`src/rtl/bcd_scan_display_pkg.sv`:
```
// rtl/bcd_scan_display_pkg.sv - segment constants and BCD-to-7-segment decode for the scan display
//
// Package bcd_disp_pkg
//   SEG_0..SEG_9, SEG_DASH, SEG_OFF : active-high segment patterns, bit order {g,f,e,d,c,b,a}
//   bcd_to_seg(d)                   : decode one BCD digit; codes 10..15 map to a dash

package bcd_disp_pkg;

    localparam logic [6:0] SEG_0    = 7'h3F;
    localparam logic [6:0] SEG_1    = 7'h06;
    localparam logic [6:0] SEG_2    = 7'h5B;
    localparam logic [6:0] SEG_3    = 7'h4F;
    localparam logic [6:0] SEG_4    = 7'h66;
    localparam logic [6:0] SEG_5    = 7'h6D;
    localparam logic [6:0] SEG_6    = 7'h7D;
    localparam logic [6:0] SEG_7    = 7'h07;
    localparam logic [6:0] SEG_8    = 7'h7F;
    localparam logic [6:0] SEG_9    = 7'h6F;
    localparam logic [6:0] SEG_DASH = 7'h40;
    localparam logic [6:0] SEG_OFF  = 7'h00;

    function automatic logic [6:0] bcd_to_seg(input logic [3:0] d);
        logic [6:0] s;
        case (d)
            4'd0:    s = SEG_0;
            4'd1:    s = SEG_1;
            4'd2:    s = SEG_2;
            4'd3:    s = SEG_3;
            4'd4:    s = SEG_4;
            4'd5:    s = SEG_5;
            4'd6:    s = SEG_6;
            4'd7:    s = SEG_7;
            4'd8:    s = SEG_8;
            4'd9:    s = SEG_9;
            default: s = SEG_DASH;
        endcase
        return s;
    endfunction

endpackage

```
`src/rtl/bcd_scan_display_if.sv`:
```
// rtl/bcd_scan_display_if.sv - signal bundle between the counter-chain side and the scan display
//
// Interface bcd_scan_display_if #(NDIG)
//   en      : display enable (0 = all digits dark, capture continues)
//   bcd_in  : 4*NDIG packed BCD digits, asynchronous to the display clock
//   seg     : 7-segment bus {g,f,e,d,c,b,a}, output polarity set by the display
//   an      : one-hot digit enables, output polarity set by the display
//   upd     : 1-cycle pulse when the held display copy changes
//   err     : high while any held digit is above 9
// Modports
//   master  : drives en/bcd_in, observes the display outputs
//   slave   : the display itself

interface bcd_scan_display_if #(
    parameter int NDIG = 4
);

    logic                en;
    logic [4*NDIG-1:0]   bcd_in;
    logic [6:0]          seg;
    logic [NDIG-1:0]     an;
    logic                upd;
    logic                err;

    modport master (
        output en,
        output bcd_in,
        input  seg,
        input  an,
        input  upd,
        input  err
    );

    modport slave (
        input  en,
        input  bcd_in,
        output seg,
        output an,
        output upd,
        output err
    );

endinterface

```
`src/rtl/bcd_scan_display_capture.sv`:
```
// rtl/bcd_scan_display_capture.sv - synchroniser and stability filter producing the held display copy
//
// Module bcd_stable_capture #(W, STABLE_N)
//   clk   in   1  system clock, rising edge
//   rst   in   1  asynchronous, active-high reset
//   din   in   W  packed BCD digits from a ripple counter (glitchy, asynchronous)
//   dout  out  W  held display copy, only changes after STABLE_N identical samples
//   upd   out  1  1-cycle pulse on the edge dout changes
//   err   out  1  high while any 4-bit digit of dout is above 9

module bcd_stable_capture #(
    parameter int W        = 16,
    parameter int STABLE_N = 3
) (
    input  logic         clk,
    input  logic         rst,
    input  logic [W-1:0] din,
    output logic [W-1:0] dout,
    output logic         upd,
    output logic         err
);

    localparam int ND = W / 4;
    localparam int CW = (STABLE_N > 1) ? $clog2(STABLE_N) : 1;
    localparam logic [CW-1:0] CNT_LAST = CW'(STABLE_N - 1);

    // s1/s2 form a plain two-flop synchroniser; nothing else looks at din,
    // so a ripple in flight can at worst produce one odd sample in s2, which
    // the filter below then refuses to capture.
    logic [W-1:0]  s1;
    logic [W-1:0]  s2;
    logic [W-1:0]  prev;
    logic [CW-1:0] cnt;

    function automatic logic any_invalid(input logic [W-1:0] v);
        logic bad;
        bad = 1'b0;
        for (int i = 0; i < ND; i++) begin
            if (v[4*i +: 4] > 4'd9) bad = 1'b1;
        end
        return bad;
    endfunction

    always_ff @(posedge clk or posedge rst) begin
        if (rst) begin
            s1   <= '0;
            s2   <= '0;
            prev <= '0;
            cnt  <= '0;
            dout <= '0;
            upd  <= 1'b0;
            err  <= 1'b0;
        end else begin
            s1  <= din;
            s2  <= s1;
            upd <= 1'b0;
            if (s2 != prev) begin
                // Any change restarts the stability window.
                prev <= s2;
                cnt  <= '0;
            end else if (cnt == CNT_LAST) begin
                // cnt parks here; steady input keeps comparing against dout
                // but only a real difference produces a capture and a pulse.
                if (prev != dout) begin
                    dout <= prev;
                    upd  <= 1'b1;
                    err  <= any_invalid(prev);
                end
            end else begin
                cnt <= cnt + 1'b1;
            end
        end
    end

endmodule

```
`src/rtl/bcd_scan_display.sv`:
```
// rtl/bcd_scan_display.sv - time-multiplexed 7-segment driver for a ripple BCD counter chain
//
// Module bcd_scan_display #(NDIG, SCAN_DIV, STABLE_N, SEG_ACT_LOW, AN_ACT_LOW, BLANK_LZ)
//   clk   in   1                      system clock, rising edge
//   rst   in   1                      asynchronous, active-high reset
//   bus   bcd_scan_display_if.slave   en, bcd_in in; seg, an, upd, err out
// Digit 0 is bcd_in[3:0], the least significant digit. Each digit owns SCAN_DIV
// clocks; the last clock of every slot drives no anode so the segment bus can
// change without ghosting into the neighbouring digit.

module bcd_scan_display #(
    parameter int NDIG        = 4,
    parameter int SCAN_DIV    = 1000,
    parameter int STABLE_N    = 3,
    parameter int SEG_ACT_LOW = 1,
    parameter int AN_ACT_LOW  = 1,
    parameter int BLANK_LZ    = 1
) (
    input  logic                clk,
    input  logic                rst,
    bcd_scan_display_if.slave   bus
);

    import bcd_disp_pkg::*;

    localparam int PW = $clog2(SCAN_DIV);
    localparam int IW = (NDIG > 1) ? $clog2(NDIG) : 1;
    localparam logic [PW-1:0]   PRESC_LAST = PW'(SCAN_DIV - 1);
    localparam logic [IW-1:0]   IDX_LAST   = IW'(NDIG - 1);
    // XOR masks converting the internal active-high form to pin polarity.
    localparam logic [6:0]      SEG_INV    = (SEG_ACT_LOW != 0) ? 7'h7F : 7'h00;
    localparam logic [NDIG-1:0] AN_INV     = (AN_ACT_LOW != 0) ? {NDIG{1'b1}} : {NDIG{1'b0}};

    logic [4*NDIG-1:0] disp_val;
    logic              upd;
    logic              err;

    logic [PW-1:0]     presc;
    logic [IW-1:0]     idx;
    logic [6:0]        seg_q;
    logic [NDIG-1:0]   an_q;

    logic [3:0]        cur_digit;
    logic [NDIG-1:0]   an_oh;
    logic              zero_from_idx;
    logic              blank;
    logic              show;
    logic [6:0]        seg_ah;
    logic [NDIG-1:0]   an_ah;

    bcd_stable_capture #(
        .W        (4 * NDIG),
        .STABLE_N (STABLE_N)
    ) u_capture (
        .clk  (clk),
        .rst  (rst),
        .din  (bus.bcd_in),
        .dout (disp_val),
        .upd  (upd),
        .err  (err)
    );

    // Digit select, one-hot anode and leading-zero test for the current slot.
    // zero_from_idx is true when every digit at or above idx is 0; digit 0 is
    // excluded from blanking so a value of zero still shows a single "0".
    // Invalid codes are non-zero, so they are never blanked.
    always_comb begin
        cur_digit     = 4'd0;
        an_oh         = '0;
        zero_from_idx = 1'b1;
        for (int i = 0; i < NDIG; i++) begin
            if (IW'(i) == idx) begin
                cur_digit = disp_val[4*i +: 4];
                an_oh[i]  = 1'b1;
            end
            if ((IW'(i) >= idx) && (disp_val[4*i +: 4] != 4'd0)) begin
                zero_from_idx = 1'b0;
            end
        end
        blank  = (BLANK_LZ != 0) && (idx != '0) && zero_from_idx;
        show   = bus.en && (presc != PRESC_LAST);
        seg_ah = (show && !blank) ? bcd_to_seg(cur_digit) : SEG_OFF;
        an_ah  = show ? an_oh : '0;
    end

    // Prescaler, digit index and registered pin outputs. Outputs are stored
    // already in pin polarity so reset drives them dark immediately.
    always_ff @(posedge clk or posedge rst) begin
        if (rst) begin
            presc <= '0;
            idx   <= '0;
            seg_q <= SEG_OFF ^ SEG_INV;
            an_q  <= AN_INV;
        end else begin
            if (bus.en) begin
                if (presc == PRESC_LAST) begin
                    presc <= '0;
                    idx   <= (idx == IDX_LAST) ? '0 : idx + 1'b1;
                end else begin
                    presc <= presc + 1'b1;
                end
            end
            seg_q <= seg_ah ^ SEG_INV;
            an_q  <= an_ah ^ AN_INV;
        end
    end

    assign bus.seg = seg_q;
    assign bus.an  = an_q;
    assign bus.upd = upd;
    assign bus.err = err;

endmodule

```
`src/flat_wrapper.sv`:
```
// flat-port wrapper written by rule: the top's interface ports become plain ports
module bcd_scan_display_flat import bcd_disp_pkg::*;
#(
    parameter int NDIG        = 4,
    parameter int SCAN_DIV    = 1000,
    parameter int STABLE_N    = 3,
    parameter int SEG_ACT_LOW = 1,
    parameter int AN_ACT_LOW  = 1,
    parameter int BLANK_LZ    = 1
)
  (clk, rst, bus_en, bus_bcd_in, bus_seg, bus_an, bus_upd, bus_err);
  bcd_scan_display_if #(.NDIG(NDIG)) bus_i ();
  input  logic clk;
  input  logic rst;
  input wire logic [$bits(bus_i.en)-1:0] bus_en;
  input wire logic [$bits(bus_i.bcd_in)-1:0] bus_bcd_in;
  output wire logic [$bits(bus_i.seg)-1:0] bus_seg;
  output wire logic [$bits(bus_i.an)-1:0] bus_an;
  output wire logic [$bits(bus_i.upd)-1:0] bus_upd;
  output wire logic [$bits(bus_i.err)-1:0] bus_err;
  assign bus_i.en = bus_en;
  assign bus_i.bcd_in = bus_bcd_in;
  assign bus_seg = bus_i.seg;
  assign bus_an = bus_i.an;
  assign bus_upd = bus_i.upd;
  assign bus_err = bus_i.err;
  bcd_scan_display #(.NDIG(NDIG), .SCAN_DIV(SCAN_DIV), .STABLE_N(STABLE_N), .SEG_ACT_LOW(SEG_ACT_LOW), .AN_ACT_LOW(AN_ACT_LOW), .BLANK_LZ(BLANK_LZ)) u_core (.clk(clk), .rst(rst), .bus(bus_i));
endmodule
```
`config.mk`:
```
export PLATFORM = sky130hd
export DESIGN_NAME = bcd_scan_display_flat
export DESIGN_NICKNAME = d
export VERILOG_FILES = /design/src/rtl/bcd_scan_display_pkg.sv /design/src/rtl/bcd_scan_display_if.sv /design/src/rtl/bcd_scan_display_capture.sv /design/src/rtl/bcd_scan_display.sv /design/src/flat_wrapper.sv
export SDC_FILE = /design/constraint.sdc
export NUM_CORES = 1
export LEC_CHECK = 0
export CORE_MARGIN = 2
export CORE_UTILIZATION = 30
export DETAILED_ROUTE_END_ITERATION = 16
export GPL_TIMING_DRIVEN = 0
export REMOVE_ABC_BUFFERS = 1
export SLEW_MARGIN = 20
export SYNTH_ARGS = -nofsm -noshare
export SYNTH_HDL_FRONTEND = slang
export SYNTH_SLANG_ARGS = --single-unit
```
`constraint.sdc`:
```
create_clock -name clk -period 3.1 [get_ports clk]
set_input_delay 0.465 -clock clk [delete_from_list [all_inputs] [get_ports clk]]
set_output_delay 0.465 -clock clk [all_outputs]
set_load 0.02 [all_outputs]
```
# Word level (Yosys, flattened, before mapping)
# Memory sizes are Yosys's and may differ from the RTL's.
# Cells that the tools add are included.
# op_classes
n_addsub	3
order_cmp	8
eq_ne	10
muxes	25
n_bitwise	3
reduce_logical	16
# op_table
op	count
$ne A16 B16 Y1	2
$mux W4	5
$gt A4 B4 Y1 const B	4
$reduce_bool A4 Y1	4
$mux W1	15
$add A10 B1 Y10 const B	1
$eq A10 B10 Y1 const B	1
$mux W10	1
$ne A10 B10 Y1 const B	1
$logic_and A1 B1 Y1	7
$mux W7	1
$not A7 Y7	1
$mux W2	3
$add A2 B1 Y2 const B	2
$eq A2 B2 Y1 const A	2
$eq A2 B2 Y1 const B	2
$ge A1 B2 Y1 const A	2
$ge A2 B2 Y1 const A	2
$not A4 Y4	1
$reduce_and A3 Y1	1
$eq A1 B2 Y1 const A	1
$logic_not A2 Y1	1
$ne A2 B2 Y1 const B	1
$reduce_and A2 Y1	1
3 further kinds	3
# word_totals
ff_bits	91
mem_bits_ro	112
input_bits	19
out_inout_bits	13
word_cells	77
mem_count	1
# memory_table
memory	words	word_bits	read_ports	rd_clocked_by_memory_dff	wr	line	rtl
(name not given)	16	7	1	0	0	bcd_scan_display_pkg.sv:24	case (d)

# Depth between registers and ports, before layout
# logic_depth
ltp_word	11
mapped_depth	10
mapped_depth_nobuf	9

# Hierarchy
# From an unflattened synthesis, not the netlist that was laid out.
# unflattened
cells_unflattened	295
area_unflattened_um2	3849.9
# modules_own_cells
module	instances	cells_per_inst	area_each_um2	seq_area_each_um2
bcd_stable_capture	1	160	2473.6	1701.6
bcd_scan_display	1	135	1376.3	589.3

# Worst setup path after synthesis
# OpenSTA, ideal clock, no wires.
# synth_path
path_kind	register to register
start	reg u_core.idx[1]
end	reg u_core.seg_q[4] (netlist: u_core.bus.seg[4])
setup_time_ns	0.077
t_arrival_ns	2.089
slack_ns	0.934
stages_incl_launch_ff	11
path_buffers	1
synth_period_minus_slack_ns	2.166
path_cell_list	dfrtp_1 > inv_1 > ha_1 > buf_6 > nand3b_1 > a221o_1 > and2_1 > inv_1 > ha_1 > or3b_1 > a21o_1
# synth_between
elab_chain_len	11
# synth_lines
item	line	rtl
start: declaration	bcd_scan_display.sv:39	logic [IW-1:0] idx;
start signal: assignment	bcd_scan_display.sv:98	idx <= (idx == IDX_LAST) ? '0 : idx + 1'b1;
branches (longest 9 deep; another with $mem_v2 Z16 W7)	--	
$mux W7 *	bcd_scan_display.sv:82	seg_ah = (show && !blank) ? bcd_to_seg(cur_digit) : SEG_OFF;
$not A7 Y7 (no source line) *	--	
end signal: assignment	bcd_scan_display.sv:92	seg_q <= SEG_OFF ^ SEG_INV;
end signal: assignment	bcd_scan_display.sv:103	seg_q <= seg_ah ^ SEG_INV;
end: declaration	bcd_scan_display.sv:40	logic [6:0] seg_q;
# Every way passes the cells marked *.
# A chain may end at the register's enable or synchronous reset.

# Worst setup path after layout
# Same ends and word-level chain as after synthesis.

==> out/metrics.cfg <==
[clock_network]
clk_latency_ps = 340
cts.sinks = 91
clkTransAtPathRegs_ps = 70
cts_hold_buf = 0
cts_buffers = 9
h-tree-depth = 3
clockBufferDepth = 2
cts_tree = yes
cts_setup_buffers = 0
cts_resized = 0
cts_root_buf = clkbuf_16

[detailed_routing]
drc = 0
dr.pass1.iters = 4
ant_nets = 0
drt-initial-drc-count = 59
avgRoutedWirePerCell_um = 12.66
vias = 2160
routed_wl_um = 6281
viasPerCell = 4.355

[cells_and_area]
seqCellArea_sq_um = 2291
drive_above_1_share_pct = 16.36
final_net_count = 350
syn_to_final_growth_pct = 20.13
n_antenna_cell = 0
design_area_sq_um = 4599
nFillCells = 1257
multi_input_area_sq_um = 1379

[floorplan]
rows = 41
die_width_um = 117.0
die_height_um = 117.0
coreArea_sq_um = 12520
fp.dieArea_sq_um = 13680
initial_core_util_pct = 30.59
io_pins = 32

[timing]
rsz0062_at_grt = false
max_freq_ghz = 0.4106
finalMaxSlewViolations = 0
slew_headroom_pct = 61.45
fin_crit_ps = 2435
worst_slack_ps = 664.5
setup-violations-final = 0
final_hold_viol_count = 0
fin_skew_ps = 8.328
worstMarginPinSlew_ps = 578.2
period_share_pct = 78.56

[logic_synthesis]
syn_area_sq_um = 3829
syn_avg_cell_area_sq_um = 12.80
synth_edf_count = 0
ys_types = 42
syn_inst = 299
synth_warnings = 0
synth-seq-area-share_pct = 59.84
synthArstFlopShare_pct = 100.0
ys_ff_latch = 91
ys.flop_type = dfrtp_1

[min_path]
hold_path_class = flip-flop to flip-flop

[run_status]
outcome = completed

[grt]
grt_pass1_wl_um = 10700
track_usage_pct = 10.27
grt_max_degree = 48
grt_overflow = 0
antenna_found_initial = 0
grt_pass1_vias = 2267

[placed_design]
pre_cts_slack_ps = 662.4
globalplace.congestion = 0.7427
place_area_sq_um = 4274
port-buffer-count = 31
hpwl_um = 4475

[worst_setup_path]
critPathKind = flip-flop to flip-flop
start_kind = flip-flop
worst-path-max-fanout = 10
cp.required_ps = 3360
end_kind = flip-flop
cp.arrival_ps = 2700

[power_and_ir_drop]
cellLeakagePower_nw = 2.109
ir_drop_uv = 264.7
pwr_density_cell_nw_per_um2 = 580.0

[run]
cap_violations = 0

worst max-delay path: stages, from the launching register on:
cell      delay [ps]
dfrtp_1          420
inv_1             90
ha_1             300
nand3b_1         220
a221o_1          330
and2_1           200
inv_1            100
ha_1             180
or3b_1           350
a21o_1           160
cells in the mapped netlist, types with 9 or more instances:
library cell,instances,area (sq um)
nand4_1,9,56.30
clkbuf_1,19,71.32
ha_1,12,150.1
xor2_1,36,315.3
dfrtp_1,80,2002
mux2_4,10,150.1
nand2_1,18,67.56
inv_1,13,48.80
dfstp_2,11,289.0
o21ai_0,12,60.06
nor2_1,13,48.80
metrics by stage:
step                      utilization, %  hold slack [ps]  power [mW]  setup TNS [ps]  std cells
final                              36.75            346.9       2.667               0        496
after detailed placement           34.15            334.7       1.523               0        480
after floorplan                        -            331.2       1.452               0        276
after global routing               36.75            352.7       2.797               0        496
after global placement             33.91            332.7       1.507          -85440        479
after CTS                          36.75            349.6       2.713               0        496
registers in the layout, summed over array words and instances (netlist names), 2 cells and up:
register and flops:
u_core.presc 10, u_core.idx 2, u_core.u_capture.s2 16, u_core.u_capture.dout 16, u_core.bus.seg 7, u_core.bus.an 4, u_core.u_capture.cnt 2, u_core.u_capture.prev 16
u_core.u_capture.s1 16
layer usage:
layer	GRT usage [%]	vias up	part of all wire, %
met5	0	-	0
met3	3.296	9	4.0
met4	3.529	0	1.2
met1	12.69	1064	45
met2	17.03	36	50
li1	-	1051	-
worst paths after layout:
check / from / endpoint / slack [ps] / cells past startpoint
worst max-delay path: u_core.idx[1]$_DFFE_PP0P_ / u_core.bus.seg[4]$_DFF_PP1_ / 660 / 9
worst min-delay path: u_core.u_capture.s1[2]$_DFF_PP0_ / u_core.u_capture.s2[2]$_DFF_PP0_ / 350 / 0
worst max register to register: u_core.idx[1]$_DFFE_PP0P_ / u_core.bus.seg[4]$_DFF_PP1_ / 660 / 9
worst min register to register: u_core.u_capture.s1[2]$_DFF_PP0_ / u_core.u_capture.s2[2]$_DFF_PP0_ / 350 / 0
max in group asynchronous: rst / u_core.bus.an[2]$_DFF_PP1_ / 1870 / 3
min in group asynchronous: rst / u_core.u_capture.s2[2]$_DFF_PP0_ / 550 / 2
power by group:
group          switching [mW]  total, mW  leakage, nW  internal [mW]
registers              0.0695       1.33         1.10           1.26
clock network           0.453       1.17        0.156          0.717
logic                  0.0807      0.166        0.852         0.0858
placed cells by master (no fill, tap or decap), drive strengths merged, types with 2 or more instances in the layout:
cell type,count
inv,16
a21oi,8
nor2,13
and2,3
and3,2
xnor2,4
bufinv,2
nand3,2
nand4,9
clkdlybuf4s50,31
o21ai,13
nor4,9
xor2,36
dfrtp,80
clkbuf,10
ha,12
dfstp,11
nand3b,5
mux2,18
a221o,3
mux2i,3
nand2,18
cells by family (layout without fill, tap and decap cells):
kind of cell | Yosys count | after routing | synth area share, %
adder cells (fa/ha/maj) | 12 | 12 | 3.921
AO/OA/AOI/OAI | 32 | 32 | 5.197
buffers and inverters | 36 | 61 | 4.150
flip-flops | 91 | 91 | 59.84
AND/OR/NAND/NOR | 67 | 67 | 10.69
XOR/XNOR | 40 | 40 | 9.150
multiplexers | 21 | 21 | 7.059
cell type report:
| class | count | share of cell area, % |
|---|---|---|
| sequential | 91 | 49.81 |
| multi-input combinational | 172 | 29.98 |
| timing repair buffer | 32 | 7.345 |
| clock buffer | 10 | 4.978 |
| tap | 172 | 4.679 |
| clock inverter | 6 | 2.095 |
| inverter | 13 | 1.115 |
Power figures use the tool's default switching activity.
